### src/rtl/dump_ctrl_pkg.sv
// Shared capture package.
// Holds the trace address type, the trace depth, the dump state encoding
// and a small address helper used by the capture and dump logic.
`timescale 1ns/1ps
package dump_ctrl_pkg;

    localparam int unsigned ADDR_W      = 9;
    localparam int unsigned TRACE_DEPTH = 512;

    typedef logic [ADDR_W-1:0] addr_t;

    // Index of the final sample of a full trace (count value that ends a dump).
    localparam addr_t LAST_SAMPLE = addr_t'(TRACE_DEPTH - 1);

    // Channel code that is reserved and must be rejected.
    localparam logic [1:0] CHAN_RESERVED = 2'd3;

    typedef enum logic [2:0] {
        ST_IDLE    = 3'd0,
        ST_READ    = 3'd1,
        ST_LATCH   = 3'd2,
        ST_SEND    = 3'd3,
        ST_WAIT_TX = 3'd4,
        ST_DONE    = 3'd5
    } dump_state_t;

    // Next trace address; the trace RAM is circular, so 0x1FF rolls to 0x000.
    function automatic addr_t addr_inc(input addr_t a);
        return a + addr_t'(1);
    endfunction

endpackage

### src/rtl/dump_ctrl.sv
// dump_ctrl: streams one captured 512-sample trace from a selected channel
// RAM to a UART transmitter, oldest sample first.
//
// Ports:
//   clk, rst_n            clock, asynchronous active-low reset
//   start_dump            request to dump the held trace (acted on in IDLE only)
//   dump_chan             channel select 0..2 (3 is reserved and rejected)
//   capture_done          a completed trace is held in RAM
//   trace_end             address of the last sample written
//   ram_rdata0..2         synchronous RAM read data (1-cycle latency)
//   ram_en, ram_addr      RAM read enable and address
//   tx_data, send_dump    byte to the UART and its one-cycle strobe
//   tx_done               UART byte-complete pulse (honoured in WAIT_TX only)
//   dump_finished         one-cycle pulse at the end of a dump
//   clr_capture_done      one-cycle pulse coincident with dump_finished
//   dump_err              one-cycle pulse when a start request is rejected
//
// All outputs are registers. Pulse outputs default low every cycle and are
// raised on the transition into the state in which they must be seen, so
// ram_en is high exactly in READ, send_dump in SEND and dump_finished in DONE.
`timescale 1ns/1ps
module dump_ctrl
    import dump_ctrl_pkg::*;
(
    input  logic        clk,
    input  logic        rst_n,
    input  logic        start_dump,
    input  logic [1:0]  dump_chan,
    input  logic        capture_done,
    input  addr_t       trace_end,
    input  logic [7:0]  ram_rdata0,
    input  logic [7:0]  ram_rdata1,
    input  logic [7:0]  ram_rdata2,
    output logic        ram_en,
    output addr_t       ram_addr,
    output logic [7:0]  tx_data,
    output logic        send_dump,
    input  logic        tx_done,
    output logic        dump_finished,
    output logic        clr_capture_done,
    output logic        dump_err
);

    dump_state_t state_r;
    addr_t       count_r;
    logic [1:0]  chan_r;
    logic [7:0]  sel_data_s;
    logic        start_ok_s;

    // A start is accepted only with a trace held and a non-reserved channel.
    assign start_ok_s = capture_done && (dump_chan != CHAN_RESERVED);

    // Select the read data of the channel registered at dump start.
    always_comb begin
        sel_data_s = 8'h00;
        case (chan_r)
            2'd0:    sel_data_s = ram_rdata0;
            2'd1:    sel_data_s = ram_rdata1;
            2'd2:    sel_data_s = ram_rdata2;
            default: sel_data_s = 8'h00;
        endcase
    end

    // Dump sequencer with registered outputs.
    always_ff @(posedge clk or negedge rst_n) begin
        if (!rst_n) begin
            state_r          <= ST_IDLE;
            count_r          <= 9'd0;
            chan_r           <= 2'd0;
            ram_en           <= 1'b0;
            ram_addr         <= 9'd0;
            tx_data          <= 8'h00;
            send_dump        <= 1'b0;
            dump_finished    <= 1'b0;
            clr_capture_done <= 1'b0;
            dump_err         <= 1'b0;
        end else begin
            ram_en           <= 1'b0;
            send_dump        <= 1'b0;
            dump_finished    <= 1'b0;
            clr_capture_done <= 1'b0;
            dump_err         <= 1'b0;

            case (state_r)
                ST_IDLE: begin
                    if (start_dump) begin
                        if (start_ok_s) begin
                            // Oldest sample sits just after the last one written.
                            ram_addr <= addr_inc(trace_end);
                            count_r  <= 9'd0;
                            chan_r   <= dump_chan;
                            ram_en   <= 1'b1;
                            state_r  <= ST_READ;
                        end else begin
                            dump_err <= 1'b1;
                        end
                    end else begin
                        state_r <= ST_IDLE;
                    end
                end

                ST_READ: begin
                    state_r <= ST_LATCH;
                end

                ST_LATCH: begin
                    // RAM data for the address issued in READ is valid now.
                    tx_data   <= sel_data_s;
                    send_dump <= 1'b1;
                    state_r   <= ST_SEND;
                end

                ST_SEND: begin
                    state_r <= ST_WAIT_TX;
                end

                ST_WAIT_TX: begin
                    if (tx_done) begin
                        if (count_r == LAST_SAMPLE) begin
                            dump_finished    <= 1'b1;
                            clr_capture_done <= 1'b1;
                            state_r          <= ST_DONE;
                        end else begin
                            count_r  <= count_r + 9'd1;
                            ram_addr <= addr_inc(ram_addr);
                            ram_en   <= 1'b1;
                            state_r  <= ST_READ;
                        end
                    end else begin
                        state_r <= ST_WAIT_TX;
                    end
                end

                ST_DONE: begin
                    state_r <= ST_IDLE;
                end

                default: begin
                    state_r <= ST_IDLE;
                end
            endcase
        end
    end

endmodule

### config.mk
export PLATFORM = sky130hd
export DESIGN_NAME = dump_ctrl
export DESIGN_NICKNAME = d
export VERILOG_FILES = /design/src/rtl/dump_ctrl_pkg.sv /design/src/rtl/dump_ctrl.sv
export SDC_FILE = /design/constraint.sdc
export NUM_CORES = 1
export LEC_CHECK = 0
export BUFFER_PORTS_ARGS = -buffer_cell sky130_fd_sc_hd__buf_2
export CAP_MARGIN = 15
export CORE_MARGIN = 5
export CORE_UTILIZATION = 51
export DETAILED_ROUTE_END_ITERATION = 8
export MAX_ROUTING_LAYER = met4
export PLACE_DENSITY_LB_ADDON = 0.25
export REMOVE_ABC_BUFFERS = 1
export SYNTH_ARGS = -nofsm -noshare
export SYNTH_HDL_FRONTEND = slang
export SYNTH_SLANG_ARGS = --single-unit
### constraint.sdc
create_clock -name clk -period 2.8 [get_ports clk]
set_input_delay 0.56 -clock clk [delete_from_list [all_inputs] [get_ports clk]]
set_output_delay 0.56 -clock clk [all_outputs]
set_load 0.05 [all_outputs]
# Word level (Yosys, flattened, before mapping)
# Cells that the tools add are included.
[classes] n_addsub=3 mul=0 n_div=0 magnitude_cmp=0 eq_ne=13 shift=0 muxes=28 bitwise=0 n_reduce_logical=6
[ops] cell="9-bit 2-to-1 mux" n=8
[ops] cell="9-bit case mux with 2 select lines" n=2
[ops] cell="9-bit by 1-bit adder with 9-bit output (second input constant)" n=3
[ops] cell="8-bit case mux with 3 select lines" n=1
[ops] cell="3-bit case mux with 5 select lines" n=1
[ops] cell="3-bit 2-to-1 mux" n=4
[ops] cell="1-bit 2-to-1 mux" n=11
[ops] cell="2-bit != test (second input constant)" n=5
[ops] cell="9-bit == test (second input constant)" n=1
[ops] cell="3-bit by 2-bit == test with 1-bit output (second input constant)" n=2
[ops] cell="5-bit AND reduction" n=1
[ops] cell="3-bit by 1-bit == test with 1-bit output (second input constant)" n=1
[ops] cell="3-bit == test (second input constant)" n=1
[ops] cell="3-bit zero test" n=1
[ops] cell="3-bit != test (second input constant)" n=1
[ops] cell="3-bit AND reduction" n=1
[ops] cell="2-bit by 1-bit == test with 1-bit output (second input constant)" n=1
[ops] cell="2-bit == test (second input constant)" n=1
[ops] cell="2-bit zero test" n=1
[ops] cell="1-bit case mux with 2 select lines" n=1
[ops] cell="2-bit nonzero test" n=1
[ops] cell="1-bit logical AND" n=1
[word_totals] register_bits=35 latchBits=0 ramBits=0 mem_bits_ro=0 in_bits=40 memories=0

# Longest topological paths before layout
[depth] depth_word=5 ltp_mapped=11 ltp_nobuf=9

# Worst setup path after synthesis
# OpenSTA, ideal clock, no wires.
[synth_path] kind="reg-to-reg" start="register state_r[0]" end="register ram_addr[6]" setup_ns=0.132 t_arrival_ns=2.379 required_time_ns=2.668 path_slack_ns=0.289 path_stages_with_launch=12 path_buffers=3 synth_period_minus_slack_ns=2.511 cell_sequence="dfrtp_1 buf_6 nor3b_2 buf_2 buf_2 nand2_1 nand2_1 ha_1 nand4_1 or3_1 a221oi_1 a311oi_1"
[synth_via] elab_chain_cells=3 elab_cells_between_ends=9 classes_between="5 x eq/ne; 1 x mux; 3 x reduce/logical"
[synth_rtl] item="start, declared" line_no="dump_ctrl.sv:44" source="dump_state_t state_r;"
[synth_rtl] item="start signal, assigned" line_no="dump_ctrl.sv:67" source="state_r <= ST_IDLE;"
[synth_rtl] item="start signal, assigned" line_no="dump_ctrl.sv:93" source="state_r <= ST_READ;"
[synth_rtl] item="start signal, assigned" line_no="dump_ctrl.sv:98" source="state_r <= ST_IDLE;"
[synth_rtl] item="3-bit == test or 3-bit zero test (tied branches)" line_no="dump_ctrl.sv:84" source="case (state_r)"
[synth_rtl] item="2-bit != test (no line) or 2-bit nonzero test (tied branches)"
[synth_rtl] item="5-bit AND reduction (no line)"
[synth_rtl] item="end signal, assigned" line_no="dump_ctrl.sv:89" source="ram_addr <= addr_inc(trace_end);"
[synth_rtl] item="end signal, assigned" line_no="dump_ctrl.sv:125" source="ram_addr <= addr_inc(ram_addr);"
[synth_rtl] item="end, declared" line_no="dump_ctrl.sv:35" source="output addr_t ram_addr,"
# Several ways; a longest one is shown, not always the timed one.
# A chain may end at the register's enable or synchronous reset.

# Final worst setup path
[layout_path] start="register state_r[2]" end="register ram_addr[6]"
# The elaborated chain is that of the path after synthesis.

==> impl_metrics.ini <==
[pwr]
comb_power_share_pct = 50.9
leakagePower_nw = 1.110
swShare_pct = 50.60
power_frac_seq_pct = 36.3
p_int_w = 0.001257
p_switching_w = 0.001287
power_frac_clock_pct = 12.8
pwr_density_cell_mw_per_mm2 = 1059
peakVddDrop_mv = 0.7965

[drt]
highest_layer = met4
drtPass1Iterations = 4
drc = 0
initialDrtViolationCount = 62
routed_wl_um = 4690
drt-met1-wl_um = 1968
routed-wl-met2_um = 2165
vias_per_cell = 5.636
vias = 1843
wl_met3_um = 503
postRouteAntennaNets = 0
wl_per_cell_um = 14.34

[sta]
finalHoldViolations = 0
maxSlewHeadroom_pct = 37.21
skew_ns = 0.004348
min_period_ns = 2.479
rsz0062_at_grt = no
max_freq_mhz = 403.4
holdWs_ns = 0.3471
fin_setup_tns_ns = 0
min_period_over_period_pct = 88.52
drv_slew = 0
tightest_slew_ns = 0.9378
setup_violations = 0

[clock_network]
cts_root_buf = clkbuf_8
cts_tree = yes
ctsResizeCount = 0
htreeDepth = 2
clock_latency_ns = 0.28
cts_buffers = 5
clock_sinks = 35
cts_setup_buffers = 0
path_clk_slew_ns = 0.06
cts_buffer_depth = 2
cts_hold_repair.buffers = 0

[placed_design]
place_congestion = 0.8493
numPortBuffers = 61
placed_cells = 321
placed_cell_area_mm2 = 0.002330
hpwl_um = 3595

[setup_path]
crit_fanout = 8
cp_slowest_stage_delay_ns = 0.50
crit_path_frequent_cell = nand2_1
rrSetupSlack_ns = 0.32
crit_chain = nor3b_2 -> nand2_1 -> nand2_1 -> ha_1 -> nand4_1 -> or3_1 -> a221oi_1 -> a311oi_1
critPathSlowestCell = dfrtp_1
crit_family = simple AND/OR/NAND/NOR gates
r2r_cells = 8
cp-start-kind = register
cp.arrival_ns = 2.64
path_buf_inv = 0
path_class = reg -> reg
timing.rr.start = state_r[2]
r2r-end = ram_addr[6]
crit_required_ns = 2.96
cp-end-kind = register

[die]
ios = 62
core_area_mm2 = 0.003943
start_util_pct = 51.54
die_h_um = 73.12
dieArea_mm2 = 0.005347
die_w_um = 73.12
num_rows = 23

[global_routing]
grt_usage_pct = 19.40
grt_max_degree = 36
grt_overflow = 0
grt_pass1_vias = 1749
antenna_found_initial = 0
grt_pass1_wl_um = 7907

[final_layout]
stdcell_count = 327
num_antenna_cells = 0
fin_area_mm2 = 0.002402
post-route-util_pct = 60.93
area_growth_pct = 18.23
drive_gt1_share_pct = 28.52
finalNetCount = 321

[synthesis]
synth_top_area_share_pct = 43.10
synth.most_common_cell = dfrtp_1
synth_area_mm2 = 0.002032
syn_area_per_cell_um2 = 9.194
ys_seq_elements = 35
yosysTopAreaCell = dfrtp_1
ys_dominant_reg_cell = dfrtp_1
yosys-top-cells-count = 35 x dfrtp_1, 27 x nand2_1, 25 x a21oi_1
synth_area_leaders = dfrtp_1 43%, a21oi_1 6.2%, nand2_1 5.0%
yosysUniqueCellTypes = 50
synth-async-reset-ratio_pct = 100.0
syn_inst = 221
synth-edff-count = 0
yosysWarnings = 0
seq_area_frac_synth_pct = 43.10

[run_status]
outcome = complete, no violations

[flow_run]
maxCapViolCount = 0

[worst_hold_path]
hold_path.class = in -> async
-- cell families after synthesis --
family	count (synthesis)	synth area share, %
adders and majority gates	3	1.847
buffers and inverters	19	5.479
muxes	10	4.926
AOI/OAI and AO/OA	59	19.15
xor gates and xnor gates	5	2.155
and+or+nand+nor	90	23.34
DFF	35	43.10
-- power by group through the flow --
stage          clock network (W)  logic, W  registers [W]
2_1_floorplan                  0  0.000520        0.00135
3_3_place_gp                   0   0.00128       0.000923
3_5_place_dp                   0   0.00130       0.000928
4_1_cts                 0.000338   0.00131       0.000922
5_1_grt                 0.000362   0.00141       0.000964
6_report                0.000326   0.00129       0.000924
-- per-stage QoR --
step                      power, W  setup slack (ns)
after floorplan           0.001874            0.1675
after global placement    0.002202            0.4932
after detailed placement  0.002232            0.3620
after CTS                 0.002564            0.3734
after global routing      0.002735           0.09626
final                     0.002544            0.3213
-- registers in the layout, indices dropped and copies added, names as in the netlist --
signal	cells
state_r	3
ram_addr	9
count_r	9
ram_en	1
clr_capture_done	1
send_dump	1
chan_r	2
dump_err	1
tx_data	8
-- worst max-delay path by stage --
stage | start | endpoint | slack [ns] | depth (start not counted)
5_1_grt | state_r[2] | ram_addr[8] | 0.1 | 8
3_5_place_dp | state_r[2] | ram_addr[6] | 0.36 | 8
2_1_floorplan | state_r[0] | ram_addr[6] | 0.17 | 8
4_1_cts | state_r[2] | ram_addr[6] | 0.37 | 8
3_3_place_gp | count_r[0] | ram_addr[2] | 0.49 | 9
6_report | state_r[2] | ram_addr[6] | 0.32 | 8
-- placed cells by master, fill, tap and decap left out, types with 2 or more instances in the layout --
cell      instances
inv_1             4
a32o_1            2
buf_4             3
nor2b_1           3
or3_1             3
ha_1              3
nand4_1           4
and3_1            3
o21ai_0          12
a21oi_1          25
buf_2            61
nor2_1           24
a311oi_1          2
nor3b_2           2
mux2i_1          10
or4_1             3
clkbuf_8          5
dfrtp_1          35
xor2_1            4
o31ai_1           2
nand2_1          27
a211oi_1          2
o21a_1            2
nand3_1          11
-- layer usage --
metal	track usage [%]	up-vias
li1	-	906
met1	23.84	855
met2	31.08	75
met3	5.234	7
met4	5.943	0
met5	-	-
-- cell type report --
| type | count | area [um^2] |
|---|---|---|
| clock buffers | 6 | 72.57 |
| flip-flops and latches | 35 | 875.8 |
| well taps | 50 | 62.56 |
| inverters | 5 | 18.77 |
| fillers | 367 | 1540 |
| multi-input cells | 167 | 1045 |
| repair buffers | 64 | 327.8 |
(Power assumes the default switching activity.)
